$ cat src/rtl/pipeline_controller_pkg.sv
// Shared definitions for the pipeline stall/flush sequencer.
package pipeline_controller_pkg;

   typedef enum logic [1:0] {
      CTL_RUN         = 2'd0,
      CTL_REDIRECT    = 2'd1,
      CTL_ALU_WAIT    = 2'd2,
      CTL_LOAD_BUBBLE = 2'd3
   } ctl_state_e;

endpackage

$ cat src/rtl/pipeline_controller_load_use_detect.sv
// Load-use hazard comparator: a load in execute whose rd feeds the decode stage.
module load_use_detect #(
   parameter int unsigned AWIDTH = 5
) (
   input  logic [AWIDTH-1:0] id_addr_rs1_i,
   input  logic [AWIDTH-1:0] id_addr_rs2_i,
   input  logic [AWIDTH-1:0] ex_addr_rd_i,
   input  logic              ex_is_load_i,
   input  logic              ex_valid_i,
   output logic              hazard_o
);

   always_comb begin
      hazard_o = ex_valid_i && ex_is_load_i && (ex_addr_rd_i != '0) &&
                 ((ex_addr_rd_i == id_addr_rs1_i) || (ex_addr_rd_i == id_addr_rs2_i));
   end

endmodule

$ cat src/rtl/pipeline_controller.sv
// Central stall/flush sequencer: registered FSM, combinational control outputs
// so a hazard is acted on in the same cycle it appears.
module pipeline_controller
   import pipeline_controller_pkg::*;
#(
   parameter int unsigned AWIDTH       = 5,
   parameter int unsigned PC_WIDTH     = 32,
   parameter int unsigned FLUSH_CYCLES = 2,
   parameter int unsigned CNT_WIDTH    = 16
) (
   input  logic                 ctl_clk,
   input  logic                 ctl_rst,
   input  logic [AWIDTH-1:0]    ctl_i_id_addr_rs1,
   input  logic [AWIDTH-1:0]    ctl_i_id_addr_rs2,
   input  logic [AWIDTH-1:0]    ctl_i_ex_addr_rd,
   input  logic                 ctl_i_ex_is_load,
   input  logic                 ctl_i_ex_valid,
   input  logic                 ctl_i_ex_change_pc,
   input  logic [PC_WIDTH-1:0]  ctl_i_ex_next_pc,
   input  logic                 ctl_i_alu_busy,
   input  logic                 ctl_i_mem_stall,
   output logic                 ctl_o_stall_if,
   output logic                 ctl_o_stall_id,
   output logic                 ctl_o_stall_ex,
   output logic                 ctl_o_flush_id,
   output logic                 ctl_o_flush_ex,
   output logic                 ctl_o_pc_load,
   output logic [PC_WIDTH-1:0]  ctl_o_pc_target,
   output logic [1:0]           ctl_o_state,
   output logic [CNT_WIDTH-1:0] ctl_o_stall_cycles
);

   localparam int unsigned FCW = (FLUSH_CYCLES > 1) ? $clog2(FLUSH_CYCLES) : 1;

   ctl_state_e           state_q, state_d;
   logic [FCW-1:0]       fcnt_q, fcnt_d;
   logic [CNT_WIDTH-1:0] scnt_q, scnt_d;
   logic                 hazard;

   load_use_detect #(.AWIDTH(AWIDTH)) u_load_use_detect (
      .id_addr_rs1_i (ctl_i_id_addr_rs1),
      .id_addr_rs2_i (ctl_i_id_addr_rs2),
      .ex_addr_rd_i  (ctl_i_ex_addr_rd),
      .ex_is_load_i  (ctl_i_ex_is_load),
      .ex_valid_i    (ctl_i_ex_valid),
      .hazard_o      (hazard)
   );

   always_ff @(posedge ctl_clk or posedge ctl_rst) begin
      if (ctl_rst) begin
         state_q <= CTL_RUN;
         fcnt_q  <= '0;
         scnt_q  <= '0;
      end else begin
         state_q <= state_d;
         fcnt_q  <= fcnt_d;
         scnt_q  <= scnt_d;
      end
   end

   always_comb begin
      state_d = state_q;
      fcnt_d  = fcnt_q;
      case (state_q)
         CTL_RUN: begin
            if (ctl_i_mem_stall) begin
               state_d = CTL_RUN;
            end else if (ctl_i_ex_change_pc) begin
               fcnt_d  = FCW'(FLUSH_CYCLES - 1);
               state_d = (fcnt_d != '0) ? CTL_REDIRECT : CTL_RUN;
            end else if (ctl_i_alu_busy) begin
               state_d = CTL_ALU_WAIT;
            end else if (hazard) begin
               state_d = CTL_LOAD_BUBBLE;
            end
         end
         // The RUN cycle that raised the redirect is the first flush cycle,
         // so leave REDIRECT on the edge where the counter hits zero.
         CTL_REDIRECT: begin
            if (!ctl_i_mem_stall) begin
               if (fcnt_q <= FCW'(1)) begin
                  fcnt_d  = '0;
                  state_d = CTL_RUN;
               end else begin
                  fcnt_d = fcnt_q - 1'b1;
               end
            end
         end
         CTL_ALU_WAIT: begin
            if (!(ctl_i_alu_busy || ctl_i_mem_stall)) state_d = CTL_RUN;
         end
         CTL_LOAD_BUBBLE: begin
            if (!ctl_i_mem_stall) state_d = CTL_RUN;
         end
         default: state_d = CTL_RUN;
      endcase
   end

   always_comb begin
      ctl_o_stall_if  = 1'b0;
      ctl_o_stall_id  = 1'b0;
      ctl_o_stall_ex  = 1'b0;
      ctl_o_flush_id  = 1'b0;
      ctl_o_flush_ex  = 1'b0;
      ctl_o_pc_load   = 1'b0;
      case (state_q)
         CTL_RUN: begin
            if (ctl_i_mem_stall || (!ctl_i_ex_change_pc && ctl_i_alu_busy)) begin
               ctl_o_stall_if = 1'b1;
               ctl_o_stall_id = 1'b1;
               ctl_o_stall_ex = 1'b1;
            end else if (ctl_i_ex_change_pc) begin
               ctl_o_pc_load  = 1'b1;
               ctl_o_flush_id = 1'b1;
               ctl_o_flush_ex = 1'b1;
            end else if (hazard) begin
               ctl_o_stall_if = 1'b1;
               ctl_o_stall_id = 1'b1;
               ctl_o_flush_ex = 1'b1;
            end
         end
         CTL_REDIRECT: begin
            ctl_o_flush_id = 1'b1;
            ctl_o_flush_ex = 1'b1;
            ctl_o_stall_if = ctl_i_mem_stall;
         end
         CTL_ALU_WAIT, CTL_LOAD_BUBBLE: begin
            if (ctl_i_mem_stall || (state_q == CTL_ALU_WAIT && ctl_i_alu_busy)) begin
               ctl_o_stall_if = 1'b1;
               ctl_o_stall_id = 1'b1;
               ctl_o_stall_ex = 1'b1;
            end
         end
         default: ;
      endcase
      if (ctl_rst) begin
         ctl_o_stall_if = 1'b0;
         ctl_o_stall_id = 1'b0;
         ctl_o_stall_ex = 1'b0;
         ctl_o_flush_id = 1'b0;
         ctl_o_flush_ex = 1'b0;
         ctl_o_pc_load  = 1'b0;
      end
      ctl_o_pc_target = ctl_o_pc_load ? ctl_i_ex_next_pc : '0;
   end

   always_comb begin
      scnt_d = scnt_q;
      if (ctl_o_stall_if && (scnt_q != '1)) scnt_d = scnt_q + 1'b1;
   end

   assign ctl_o_state        = state_q;
   assign ctl_o_stall_cycles = scnt_q;

endmodule

$ cat config.mk
export PLATFORM = sky130hd
export DESIGN_NAME = pipeline_controller
export DESIGN_NICKNAME = d
export VERILOG_FILES = /design/src/rtl/pipeline_controller_pkg.sv /design/src/rtl/pipeline_controller_load_use_detect.sv /design/src/rtl/pipeline_controller.sv
export SDC_FILE = /design/constraint.sdc
export NUM_CORES = 1
export LEC_CHECK = 0
export ABC_AREA = 1
export BUFFER_PORTS_ARGS = -buffer_cell sky130_fd_sc_hd__buf_2
export CORE_MARGIN = 3
export CORE_UTILIZATION = 45
export DETAILED_ROUTE_END_ITERATION = 10
export PLACE_DENSITY_LB_ADDON = 0.25
export SLEW_MARGIN = 15
export SYNTH_ARGS = -nofsm -noshare
export SYNTH_HDL_FRONTEND = slang
export SYNTH_SLANG_ARGS = --single-unit
$ cat constraint.sdc
create_clock -name ctl_clk -period 5.57 [get_ports ctl_clk]
set_input_delay 1.114 -clock ctl_clk [delete_from_list [all_inputs] [get_ports ctl_clk]]
set_output_delay 1.114 -clock ctl_clk [all_outputs]
set_load 0.02 [all_outputs]
==> metrics.cfg <==
[setup_path]
crit_slowest_cell=inv_1
path_class=primary input to primary output
worstPathArrival_ns=2.49
critPathMaxStageDelay_ns=0.40
r2r_slack_ns=3.27
startpoint_type=primary input
critPathMaxFanout=32
required_ns=4.46
cp-end-kind=primary output
cp_cell_sequence=buf_2 -> nor2_1 -> inv_1 -> nor3_1 -> inv_1 -> nor2_1 -> buf_2

[synth]
ys_seq_area_share_pct=25.9
async_reset_ff_share_pct=100
ys_seq_elements=18
ys.flop_type=dfrtp_1
yosysTopAreaCell=dfrtp_1
synth-edff-count=0
synth_area_leaders=dfrtp_1 26%, nand2_1 17%, inv_1 14%, nor2_1 11%, nand4_1 7.9%
yosysWarningCount=0
synth.distinct_cells=22
syn-cell-area_mm2=0.00174
synthCells=302
yosys.area.top_type_share_pct=25.9
synth.avg_cell_area_um2=5.75
synthesis.nets=357

[outcome]
status=finished clean

[place]
post_dp_cell_area_mm2=0.00229
port-buffer-count=109
place_hpwl_mm=3.89
gp_congestion=0.935

[detailed_routing]
vias=2117
wire_per_inst_um=10.5
highest_layer=met4
met3_length_um=358
routed_wl_mm=4.73
remaining_drc_errors=0
postRouteAntennaNets=0
via_per_inst=4.68
drt-met1-wl_mm=1.93
drt-pass1-iter-count=4
wl_met2_mm=2.38
drtIter0Drc=103

[sta]
slew_headroom_pct=38.7
rsz0062_at_grt=no
fin_tns_setup_ns=0
fin_crit_sh_pct=64.7
clock.fmax_mhz=278
final_max_slew_viol_count=0
hold_violations=0
worst_slew_pin_slew_ns=0.919
finalSetupViolCount=0
period_minus_slack_ns=3.60
clock-skew-final_ns=0.000900

[grt]
grt_max_degree=38
antenna_found_initial=0
grt.total_usage_pct=21.2
grt.overflow.total=0
grt_pass1_vias=1971
grt_pass1_wl_mm=7.78

[floorplan]
core-area_mm2=0.00352
fp-row-count=21
design.die.area_mm2=0.00464
ios=110
die_w_um=68.1
die_h_um=68.1
start_util_pct=49.3

[clock_network]
cts_tree=yes
cts_buffers=3
path_clk_slew_ns=0.07
clockBufferDepth=2
htree_levels=1
cts_resized=0
clk_latency_ns=0.25
hold_buffers=0
post-cts-setup-buffers=0
cts.sinks=18
cts_root_buf=clkbuf_8

[power_and_ir_drop]
ir_worst_vdd_mv=0.116
power_density_mw_per_mm2=223
p_leak_nw=1.58
totalPowerFinal_mw=0.523

[layout]
nNetsFinal=462
final_cell_mix=109 x buf_2, 80 x nand2_1, 64 x inv_1, 53 x nor2_1, 22 x nand4_1
area_growth_pct=35.1
diodes=0
final_common_cell=buf_2
layout-drive-gt1-share_pct=30.3
finalInstanceArea_mm2=0.00235

[worst_hold_path]
hp-class=flop to flop

[job]
drv_cap=0

-- where the power goes --
part           switching, mW  internal [mW]  total, mW
registers             0.0318          0.149      0.181
logic                  0.156         0.0792      0.235
clock network         0.0441         0.0628      0.107
-- worst max-delay path: cells and delay by family --
| kind | cells | cell delay, ns |
|---|---|---|
| AND/OR/NAND/NOR | 3 | 0.57 |
| buffers and inverters | 4 | 0.80 |
-- per-layer routing --
layer / up-vias / track usage (%)
li1: 1125 / -
met3: 6 / 2.96
met1: 908 / 24.4
met4: 0 / 6.95
met5: - / 0
met2: 78 / 39.7
-- path summary, 6_finish.rpt --
check,start,to,depth (start not counted)
max,ctl_i_mem_stall,ctl_o_pc_target[12],7
min,ctl_o_stall_cycles[8],ctl_o_stall_cycles[8],2
max reg2reg,ctl_o_stall_cycles[0],ctl_o_stall_cycles[10],8
min reg2reg,ctl_o_stall_cycles[8],ctl_o_stall_cycles[8],2
max in group asynchronous,ctl_rst,ctl_o_stall_cycles[5],3
min in group asynchronous,ctl_rst,ctl_o_state[0],3
-- area by class of cell --
cell class	count	area (um^2)
Inverter	68	255
Timing Repair Buffer	110	553
Sequential cell	18	450
Multi-Input combinational cell	206	975
Tap cell	46	57.6
Clock buffer	4	55.1
Fill cell	331	1170
-- synthesized netlist by cell type, types with 3 or more instances --
library cell,n
dfrtp_1,18
xnor2_1,4
a21oi_1,6
nand4_1,22
nor3_1,9
inv_1,64
nand2_1,80
buf_2,3
inv_2,4
xor2_1,8
nor2_1,53
clkbuf_1,3
nand3_1,16
-- sequential cells by signal, summed over array words and instances (netlist names) --
signal	count
ctl_o_state	2
ctl_o_stall_cycles	16
-- per-stage QoR --
step                hold WS [ns]  std cells  utilization (%)  worst slack, ns
finish                     0.532        452             66.6             1.97
detailed placement         0.516        448             65.1             1.96
floorplan                  0.609        302                -             1.87
CTS                        0.534        452             66.6             1.95
global placement           0.499        448             65.1             2.01
global route               0.581        452             66.6             1.71
-- logic make-up after synthesis --
| group | Yosys count | synth area share [%] |
|---|---|---|
| simple gates | 187 | 47.6 |
| buf+inv | 78 | 17.9 |
| flops | 18 | 25.9 |
| xor+xnor | 12 | 6.05 |
| compound gates | 6 | 1.73 |
| fa+ha+maj | 1 | 0.720 |
Power figures use the tool's default switching activity.
